<file path="src/rtl/seg7_scan_driver.sv">
// seg7_scan_driver: time-multiplexed N-digit hex 7-segment driver with a per-frame
// input snapshot, leading-zero suppression, blanking and anti-ghosting dead time.
module seg7_scan_driver #(
    parameter int NUM_DIGITS     = 4,
    parameter int CLK_DIV        = 50000,
    parameter int DEAD_CYC       = 2,
    parameter bit SEG_ACTIVE_LOW = 1'b0,
    parameter bit AN_ACTIVE_LOW  = 1'b1,
    localparam int IDX_W         = $clog2((NUM_DIGITS > 1) ? NUM_DIGITS : 2)
) (
    input  logic                    clk,
    input  logic                    rst_n,
    input  logic                    en,
    input  logic [4*NUM_DIGITS-1:0] value,
    input  logic [NUM_DIGITS-1:0]   dp_in,
    input  logic [NUM_DIGITS-1:0]   blank,
    input  logic                    lz_en,
    output logic [6:0]              seg,
    output logic                    dp,
    output logic [NUM_DIGITS-1:0]   an,
    output logic [IDX_W-1:0]        digit_idx,
    output logic                    frame_tick
);

    localparam int CNT_W = $clog2(CLK_DIV);
    localparam logic [NUM_DIGITS-1:0] AN_OFF  = {NUM_DIGITS{AN_ACTIVE_LOW}};
    localparam logic [6:0]            SEG_OFF = {7{SEG_ACTIVE_LOW}};

    if (NUM_DIGITS < 1 || NUM_DIGITS > 16 || CLK_DIV < 2 ||
        DEAD_CYC < 0 || DEAD_CYC >= CLK_DIV) begin : g_param_check
        $fatal(1, "seg7_scan_driver: illegal NUM_DIGITS/CLK_DIV/DEAD_CYC combination");
    end

    // Bit k of the returned glyph lights segment 'a'+k.
    function automatic logic [6:0] hex_glyph(input logic [3:0] nib);
        case (nib)
            4'h0:    return 7'h3F;
            4'h1:    return 7'h06;
            4'h2:    return 7'h5B;
            4'h3:    return 7'h4F;
            4'h4:    return 7'h66;
            4'h5:    return 7'h6D;
            4'h6:    return 7'h7D;
            4'h7:    return 7'h07;
            4'h8:    return 7'h7F;
            4'h9:    return 7'h6F;
            4'hA:    return 7'h77;
            4'hB:    return 7'h7C;
            4'hC:    return 7'h39;
            4'hD:    return 7'h5E;
            4'hE:    return 7'h79;
            default: return 7'h71;
        endcase
    endfunction

    logic [CNT_W-1:0]          r_cnt;
    logic [IDX_W-1:0]          r_idx;
    logic                      r_frame_tick;
    logic [4*NUM_DIGITS-1:0]   r_sh_value;
    logic [NUM_DIGITS-1:0]     r_sh_dp;
    logic [NUM_DIGITS-1:0]     r_sh_blank;
    logic                      r_sh_lz;
    logic [NUM_DIGITS-1:0]     r_an;
    logic [6:0]                r_seg;
    logic                      r_dp;

    logic                      w_slot_end;
    logic                      w_frame_end;
    logic                      w_load;
    logic [4*NUM_DIGITS-1:0]   w_cur_value;
    logic [NUM_DIGITS-1:0]     w_cur_dp;
    logic [NUM_DIGITS-1:0]     w_cur_blank;
    logic                      w_cur_lz;
    logic                      w_zero_run;
    logic [NUM_DIGITS-1:0]     w_visible;
    logic [3:0]                w_nibble;
    logic                      w_sel_dp;
    logic                      w_sel_vis;
    logic [NUM_DIGITS-1:0]     w_an_hot;
    logic                      w_lit;

    assign w_slot_end  = (r_cnt == CNT_W'(CLK_DIV - 1));
    assign w_frame_end = w_slot_end && (r_idx == IDX_W'(NUM_DIGITS - 1));
    assign w_load      = en && (r_cnt == '0) && (r_idx == '0);

    // NOTE: state registers use non-blocking assignments so every flop samples pre-edge values.
    always_ff @(posedge clk or negedge rst_n) begin
        if (!rst_n) begin
            r_cnt        <= '0;
            r_idx        <= '0;
            r_frame_tick <= 1'b0;
        end else if (en) begin
            r_frame_tick <= w_frame_end;
            if (w_slot_end) begin
                r_cnt <= '0;
                r_idx <= w_frame_end ? '0 : r_idx + 1'b1;
            end else begin
                r_cnt <= r_cnt + 1'b1;
            end
        end else begin
            r_frame_tick <= 1'b0;
        end
    end

    always_ff @(posedge clk or negedge rst_n) begin
        if (!rst_n) begin
            r_sh_value <= '0;
            r_sh_dp    <= '0;
            r_sh_blank <= '0;
            r_sh_lz    <= 1'b0;
        end else if (w_load) begin
            r_sh_value <= value;
            r_sh_dp    <= dp_in;
            r_sh_blank <= blank;
            r_sh_lz    <= lz_en;
        end
    end

    // On the load edge decode from the incoming snapshot so slot 0 never mixes frames.
    assign w_cur_value = w_load ? value : r_sh_value;
    assign w_cur_dp    = w_load ? dp_in : r_sh_dp;
    assign w_cur_blank = w_load ? blank : r_sh_blank;
    assign w_cur_lz    = w_load ? lz_en : r_sh_lz;

    // NOTE: every always_comb output gets a default first so no latch can be inferred.
    always_comb begin
        w_zero_run = 1'b1;
        w_visible  = '0;
        for (int i = NUM_DIGITS - 1; i >= 0; i--) begin
            w_zero_run   = w_zero_run && (w_cur_value[4*i +: 4] == 4'h0);
            w_visible[i] = !w_cur_blank[i] && !(w_cur_lz && w_zero_run && (i != 0));
        end
    end

    always_comb begin
        w_nibble  = 4'h0;
        w_sel_dp  = 1'b0;
        w_sel_vis = 1'b0;
        w_an_hot  = '0;
        for (int i = 0; i < NUM_DIGITS; i++) begin
            if (r_idx == IDX_W'(i)) begin
                w_nibble    = w_cur_value[4*i +: 4];
                w_sel_dp    = w_cur_dp[i];
                w_sel_vis   = w_visible[i];
                w_an_hot[i] = 1'b1;
            end
        end
    end

    assign w_lit = en && (r_cnt >= CNT_W'(DEAD_CYC)) && w_sel_vis;

    // Pin polarity is applied only here; everything upstream is active-high.
    always_ff @(posedge clk or negedge rst_n) begin
        if (!rst_n) begin
            r_an  <= AN_OFF;
            r_seg <= SEG_OFF;
            r_dp  <= SEG_ACTIVE_LOW;
        end else begin
            r_an  <= (w_lit ? w_an_hot : '0) ^ AN_OFF;
            r_seg <= (w_lit ? hex_glyph(w_nibble) : 7'h00) ^ SEG_OFF;
            r_dp  <= (w_lit && w_sel_dp) ^ SEG_ACTIVE_LOW;
        end
    end

    assign an         = r_an;
    assign seg        = r_seg;
    assign dp         = r_dp;
    assign digit_idx  = r_idx;
    assign frame_tick = r_frame_tick;

endmodule

</file>
<file path="config.mk">
export PLATFORM = sky130hd
export DESIGN_NAME = seg7_scan_driver
export DESIGN_NICKNAME = d
export VERILOG_FILES = /design/src/rtl/seg7_scan_driver.sv
export SDC_FILE = /design/constraint.sdc
export NUM_CORES = 1
export LEC_CHECK = 0
export CAP_MARGIN = 30
export CORE_ASPECT_RATIO = 1.2
export CORE_MARGIN = 8
export CORE_UTILIZATION = 25
export DETAILED_ROUTE_END_ITERATION = 10
export MAX_ROUTING_LAYER = met4
export PLACE_DENSITY_LB_ADDON = 0.15
export SYNTH_ARGS = -nofsm -noshare
export SYNTH_HDL_FRONTEND = slang
export SYNTH_SLANG_ARGS = --single-unit
</file>
<file path="constraint.sdc">
create_clock -name clk -period 8.85 [get_ports clk]
set_input_delay 1.77 -clock clk [delete_from_list [all_inputs] [get_ports clk]]
set_output_delay 1.77 -clock clk [all_outputs]
set_load 0.05 [all_outputs]
</file>
* Yosys cells after proc, flatten, opt, wreduce, memory -nomap -nowiden
Memories as Yosys holds them, arrays and structs flattened. Cells that the tools add are included.
Cells by class: multiplexer cells 25, reduce and logical (&&, ||, !) cells 27, bitwise operators 1, eq/ne operators 4, order comparisons 1, $add $sub $neg 2
Operator list (number):
- 16-bit two-way mux | 2
- 4-bit two-way mux | 7
- 16-bit by 1-bit adder with 16-bit output, second input constant | 1
- 16-bit equality test, second input constant | 1
- 16-bit by 2-bit >= comparator with 1-bit output, second input constant | 1
- 16-bit logical NOT | 1
- 1-bit logical AND | 14
- 1-bit two-way mux | 14
- 4-bit logical NOT | 3
- 1-bit logical NOT | 7
- 7-bit two-way mux | 1
- 2-bit equality test, second input constant | 2
- 4-bit inverter | 1
- 2-bit by 1-bit adder with 2-bit output, second input constant | 1
- 2-bit by 1-bit equality test with 1-bit output, second input constant | 1
- 2-bit logical NOT | 1
- 2-bit two-way mux | 1
- 2-bit AND reduction | 1
Word-level totals: memory bits (read-only) 112, logic and storage cells 71, output and inout port bits 15, input bits 28, memories kept 1, bits in registers 56
Memory list:
- (name not given) | words 16, bits a word 7, read ports 1, clocked after memory_dff 0, write ports 0, line 36 | case (nib)

* Longest topological paths before layout
Gate-level depths: netlist (run 1).
depth in word-level cells 16, mapped depth 13, gate-level depth less buffers 12

* Worst setup path before layout (run 1)
Ideal clock, no wire load.
path type input-to-reg, from in en, to reg r_seg[0] (netlist: seg[0]), data required time 8768 ps, setup time 82 ps, setup slack 4606 ps, stages 11, data arrival time 4162 ps, buffers on the path 2, cells stage by stage clkbuf_1 nand3_1 nor2_8 buf_8 mux2_2 a221oi_1 a21o_1 inv_1 ha_1 or3_1 a31oi_1
On the way: elaborated cells on any way between the ends 35, those cells by class mux: 12; reduce/logical: 22; memory: 1
RTL lines:
- from (decl) | line 13 | input logic en,
- 1-bit logical AND (2 in series) | line 84 | assign w_load = en && (r_cnt == '0) && (r_idx == '0);
- 16-bit two-way mux
- via w_cur_value[1] | line 70 | logic [4*NUM_DIGITS-1:0] w_cur_value;
- 4-bit two-way mux (4 in series) | line 141 | if (r_idx == IDX_W'(i)) begin
- memory read 16 x 7 bit
- 7-bit two-way mux | line 160 | r_seg <= (w_lit ? hex_glyph(w_nibble) : 7'h00) ^ SEG_OFF;
- to (signal assigned) | line 160
- to (decl) | line 64 | logic [6:0] r_seg;
The timed path passes the listed nets, and every way through them passes these cells. A chain may end at the register's enable or synchronous reset.

* Worst setup path in the final report (run 1)
from in en, to reg r_seg[0] (netlist: seg[0])
On the way: elaborated cells on any way between the ends 35, those cells by class mux: 12; reduce/logical: 22; memory: 1
RTL lines (line):
- 1-bit logical AND * (2 in series) | 84
- 16-bit two-way mux *
- via w_cur_value[4] | 70
- branches (longest 9 deep; another with memory read 16 x 7 bit)
- 7-bit two-way mux * | 160
Mark *: on every way through the listed nets, which the timed path passes.

==> results.yml, run 1 <==
status:
  status: "completed"
routing:
  top_layer: "met4"
  vias_per_cell: 4.49
  wl_met1_um: 3030
  routedWlPerCell_um: 16.0
  ant_nets: 0
  totalWireLength_um: 7370
  drtIter0Drc: 55
  first_pass_iters: 4
  vias: 2060
  drc_errors: 0
  wl_met3_um: 308
  wl_met2_um: 3830
floorplanning:
  dieArea_um2: 15400
  start_util: 0.255
  num_rows: 43
  io_pins: 43
  die_w_um: 115
  core_area_um2: 11500
  die_h_um: 134
timing:
  hold_viol: 0
  relSlewSlack: 0.432
  fmax_ghz: 0.205
  setup_viol: 0
  tns_ns: 0
  period_share: 0.550
  drv_slew: 0
  rsz0062_at_grt: "false"
  fin_crit_ns: 4.87
  skew_ns: 0.00733
  worst_pin_slew_ns: 0.846
cells_and_area:
  diodes: 0
  area_growth_syn_to_layout_pct: 24.8
  regArea_um2: 1410
  drive_gt1_frac: 0.162
  final_core_utilization: 0.318
  multi_input_area_um2: 1400
  fin_cells: 459
  nFillCells: 1161
  final_net_count: 341
clocking:
  cts_setup_buffers: 0
  cts_tree: "yes"
  hold_buffers: 0
  clkSinkCount: 56
  cts.clk_slew.worst_paths_ns: 0.07
  clockRootBuffer: "clkbuf_16"
  cts_htree_levels: 2
  cts_made_buffers: 5
  clock_latency_ns: 0.29
  clock_path_buffers: 2
  post_cts_resized: 0
global_route:
  grt_pass1_wl_um: 11900
  grt_max_degree: 57
  grt.total_usage: 0.101
  antenna_found_initial: 0
  grt_pass1_vias: 2265
  overflow: 0
synthesis:
  yosys_most_used_dff: "dfrtp_1"
  netlist-cell-type-count: 47
  ys_top_cells_by_count: "dfrtp_1, mux2_2, nand2_1"
  synth-edff-count: 0
  synth_async_sr_flop_share: 1.00
  syn_area_um2: 2920
  netlist_top_cells_area: "dfrtp_1, mux2_2, ha_1"
  syn_avg_cell_area_um2: 11.4
  ys_warn_count: 0
  ys_seq_area_frac: 0.482
  post-synth-top-count-cell: "dfrtp_1"
  ys_seq_elements: 56
  synth_top_area_share: 0.446
  synth_top_area_cell: "dfrtp_1"
  syn_inst: 257
  syn_nets: 297
placement:
  place_inst: 451
  dp_hpwl_um: 5690
  gp_congestion: 0.798
  port_buffers: 42
worst_setup_path:
  crit_chain: "clkdlybuf4s50_1 -> nand3_1 -> nor2_8 -> mux2_2 -> a221oi_1 -> a221o_1 -> inv_2 -> ha_1 -> or3_1 -> a31oi_1"
  r2r_setup_slack_ns: 5.33
  cp_num_buf_inv: 2
  crit_required_ns: 9.06
  crit_end: "seg[0]$_DFF_PN0_"
  path_depth: 10
  cpPeakStageDelay_ns: 0.66
  crit_type: "primary input to register"
  crit_path_end_kind: "register"
  timing.rr.end: "seg[0]$_DFF_PN0_"
  r2r_cells: 11
  slowest_stage: "clkdlybuf4s50_1"
  start_kind: "primary input"
  cp.arrival_ns: 5.08
  r2r_start: "digit_idx[0]$_DFFE_PN0P_"
  startpoint: "en"
  crit_family: "simple AND/OR/NAND/NOR gates"
  crit_path_max_fanout: 28
worst_hold_path:
  min-delay-start: "r_sh_value[0]$_DFF_PN0_"
  hp-class: "register to register"
pwr:
  power_density_nw_per_um2: 157
  irDropWorstVdd_mv: 0.0839
  p_leak_uw: 0.00167
job:
  maxCapViolCount: 0
-- per-layer routing --
metal / vias to the layer above / global-route usage
met5: - / -
met1: 992 / 0.103
li1: 1008 / -
met3: 15 / 0.0207
met2: 45 / 0.183
met4: 0 / 0.0408
-- per-stage QoR --
stage	hold WS [ns]	setup slack, ns	instance area, um^2	total power [uW]
2_1_floorplan	0.465	4.61	2920	349
3_3_place_gp	0.484	3.79	3490	384
3_5_place_dp	0.487	3.65	3500	384
4_1_cts	0.504	3.96	3640	583
5_1_grt	0.522	3.81	3640	602
6_report	0.499	3.98	3640	572
-- cell type report --
cell class,count,share of cell area
Sequential cell,56,0.386
Multi-Input combinational cell,177,0.384
Timing Repair Buffer,45,0.120
Tap cell,157,0.0539
Clock buffer,5,0.0344
Inverter,16,0.0165
Clock inverter,3,0.00515
-- worst min path at each step --
stage,end,depth (start not counted)
2_1_floorplan,r_sh_blank[3]$_DFF_PN0_,1
3_3_place_gp,r_sh_value[0]$_DFF_PN0_,1
3_5_place_dp,r_sh_value[0]$_DFF_PN0_,1
4_1_cts,r_sh_value[0]$_DFF_PN0_,1
5_1_grt,r_sh_value[0]$_DFF_PN0_,1
6_report,r_sh_value[0]$_DFF_PN0_,1
-- registers in the layout, summed over array words and instances, names as in the netlist --
name / count
seg: 7
digit_idx: 2
r_cnt: 16
r_sh_lz: 1
r_sh_value: 16
r_sh_blank: 4
an: 4
r_sh_dp: 4
frame_tick: 1
dp: 1
-- where the power goes --
part	switching [uW]	internal, uW	leakage (uW)
clock	90.6	105	0.0000736
sequential	26.1	273	0.000728
combinational	39.8	38.1	0.000865
-- placed cells by master, fill, tap and decap left out, types with 3 or more instances in the layout --
| cell | Yosys | routed |
|---|---|---|
| nor2_1 | 17 | 17 |
| nor4_1 | 4 | 4 |
| nand4_1 | 8 | 8 |
| clkdlybuf4s50_1 | 0 | 41 |
| mux2i_1 | 11 | 11 |
| and3_1 | 3 | 3 |
| xnor2_1 | 8 | 8 |
| nand2_1 | 21 | 21 |
| o211ai_1 | 3 | 3 |
| dfstp_2 | 4 | 4 |
| inv_1 | 15 | 15 |
| a221oi_2 | 3 | 3 |
| nand3_1 | 9 | 9 |
| and2_1 | 3 | 3 |
| nor3_1 | 6 | 6 |
| ha_1 | 12 | 12 |
| dfrtp_1 | 52 | 52 |
| clkbuf_16 | 0 | 5 |
| o21ai_0 | 6 | 6 |
| xor2_1 | 7 | 7 |
| a221oi_1 | 5 | 5 |
| buf_4 | 0 | 3 |
| mux2_2 | 21 | 21 |
-- cells by family after synthesis --
group                      count (synthesis)  share of synthesized area
DFF                                       56                      0.482
xor gates and xnor gates                  15                     0.0450
buffers and inverters                     24                     0.0394
and+or+nand+nor                           86                      0.168
adders and majority gates                 12                     0.0514
muxes                                     32                      0.119
AOI/OAI and AO/OA                         32                     0.0952
Note: power is estimated with default switching activity, not from simulation.
==> run 2, diff against run 1 <==
Clock period 8.85 ns to 4 ns, I/O delays scaled along.
==> results.yml, run 2 (synthesized netlist as in run 1, its figures left out) <==
routing:
  first_pass_iters: 4
  routedWlPerCell_um: 16.2
  vias_per_cell: 4.54
  drtIter0Drc: 65
  totalWireLength_um: 7500
  drc_errors: 0
  ant_nets: 0
  vias: 2103
global_route:
  grt_max_degree: 34
  antenna_found_initial: 0
  grt_pass1_wl_um: 12400
  grt_pass1_vias: 2278
  overflow: 0
  grt.total_usage: 0.107
timing:
  fmax_ghz: 0.296
  period_share: 0.846
  worst_pin_slew_ns: 0.597
  setup_viol: 0
  skew_ns: 0.00649
  relSlewSlack: 0.602
  fin_crit_ns: 3.38
  finalWorstSetupSlack_ns: 0.617
  rsz0062_at_grt: "false"
  tns_ns: 0
  drv_slew: 0
  hold_viol: 0
floorplanning:
  dieArea_um2: 15400
  num_rows: 43
  start_util: 0.255
  io_pins: 43
  die_h_um: 134
  die_w_um: 115
  core_area_um2: 11500
worst_setup_path:
  crit_required_ns: 4.21
  cp.arrival_ns: 3.59
  start_kind: "primary input"
  slowest_stage: "clkdlybuf4s50_1"
  crit_path_max_fanout: 9
  r2r_cells: 11
  crit_path_end_kind: "register"
  path_common_cell: "mux2_2"
  crit_chain: "clkdlybuf4s50_1 -> nand3_1 -> nor2_8 -> mux2_2 -> a221oi_1 -> a221o_1 -> inv_2 -> ha_1 -> mux2_2 -> a221oi_2"
  cpPeakStageDelay_ns: 0.49
  crit_type: "primary input to register"
cells_and_area:
  nFillCells: 1155
  multi_input_area_um2: 1400
  final_core_utilization: 0.321
  regArea_um2: 1410
  area_growth_syn_to_layout_pct: 26.0
  diodes: 0
  fin_cells: 463
  final_common_cell: "dfrtp_1"
  drive_gt1_frac: 0.173
  final_cell_mix: "dfrtp_1, clkdlybuf4s50_1, mux2_2, nand2_1, nor2_1"
  final_net_count: 345
pwr:
  clockPowerShare: 0.354
  p_seq_frac: 0.511
  internal_power_uw: 937
  irDropWorstVdd_mv: 0.183
  switching_share: 0.274
  p_leak_uw: 0.00169
  p_sw_uw: 353
  p_comb_frac: 0.134
  power_density_nw_per_um2: 351
clocking:
  hold_buffers: 0
  cts_tree: "yes"
  clkSinkCount: 56
  cts_htree_levels: 2
  clock_path_buffers: 2
  cts.clk_slew.worst_paths_ns: 0.08
  clockRootBuffer: "clkbuf_16"
  cts_made_buffers: 5
  clock_latency_ns: 0.30
  post_cts_resized: 0
  cts_setup_buffers: 0
placement:
  gp_congestion: 0.809
  dp_hpwl_um: 5800
  dpl_worst_slack_ns: 0.269
  place_inst: 455
  port_buffers: 42
status:
  status: "completed"
worst_hold_path:
  hp-class: "primary input to asynchronous set/reset pin"
job:
  maxCapViolCount: 0
-- run 2: cell count changes in the layout (fill, tap and decap cells not counted) --
cell	previous run	this run
buf_4	3	7
clkbuf_8	0	1
clkinv_4	1	0
-- run 2: stage by stage --
step / power [uW] / hold WS, ns / instance area (um^2)
2_1_floorplan: 771 / 0.465 / 2920
3_3_place_gp: 847 / 0.484 / 3530
3_5_place_dp: 848 / 0.486 / 3530
4_1_cts: 1310 / 0.503 / 3680
5_1_grt: 1360 / 0.525 / 3680
6_report: 1290 / 0.499 / 3680
-- run 2: worst paths after layout --
path                                          start              endpoint  slack, ns
max in group asynchronous                     rst_n       an[0]$_DFF_PN1_       2.61
hold reg to reg                r_sh_dp[3]$_DFF_PN0_  r_sh_dp[3]$_DFF_PN0_       0.50
hold / removal                                rst_n  r_sh_dp[1]$_DFF_PN0_       0.50
min in group clk               r_sh_dp[3]$_DFF_PN0_  r_sh_dp[3]$_DFF_PN0_       0.50
setup / recovery                                 en      seg[6]$_DFF_PN0_       0.62
setup reg to reg           digit_idx[0]$_DFFE_PN0P_      seg[6]$_DFF_PN0_       0.73
-- run 2: power groups by stage --
stage | Sequential (uW) | Clock [uW] | Combinational [uW]
2_1_floorplan | 669 | 0 | 103
3_3_place_gp | 673 | 0 | 174
3_5_place_dp | 672 | 0 | 176
4_1_cts | 661 | 474 | 178
5_1_grt | 670 | 494 | 196
6_report | 660 | 457 | 173
-- run 2: critical path: cells and delay by family --
| kind | cells | cell delay, ns |
|---|---|---|
| compound gates | 3 | 0.81 |
| mux | 2 | 0.66 |
| buf+inv | 2 | 0.58 |
| simple gates | 2 | 0.49 |
| fa+ha+maj | 1 | 0.25 |
-- run 2: final cells by class --
type | instances | area share
inverter | 16 | 0.0163
clock inverter | 2 | 0.00272
clock buffer | 6 | 0.0378
timing repair buffer | 49 | 0.127
multi-input combinational | 177 | 0.380
sequential | 56 | 0.382
tap | 157 | 0.0534
-- run 2: per-layer routing --
metal  routed length, um  global-route usage
met5                   0                   -
met4                 167              0.0385
met3                 342              0.0265
met2                3970               0.188
met1                3020               0.113
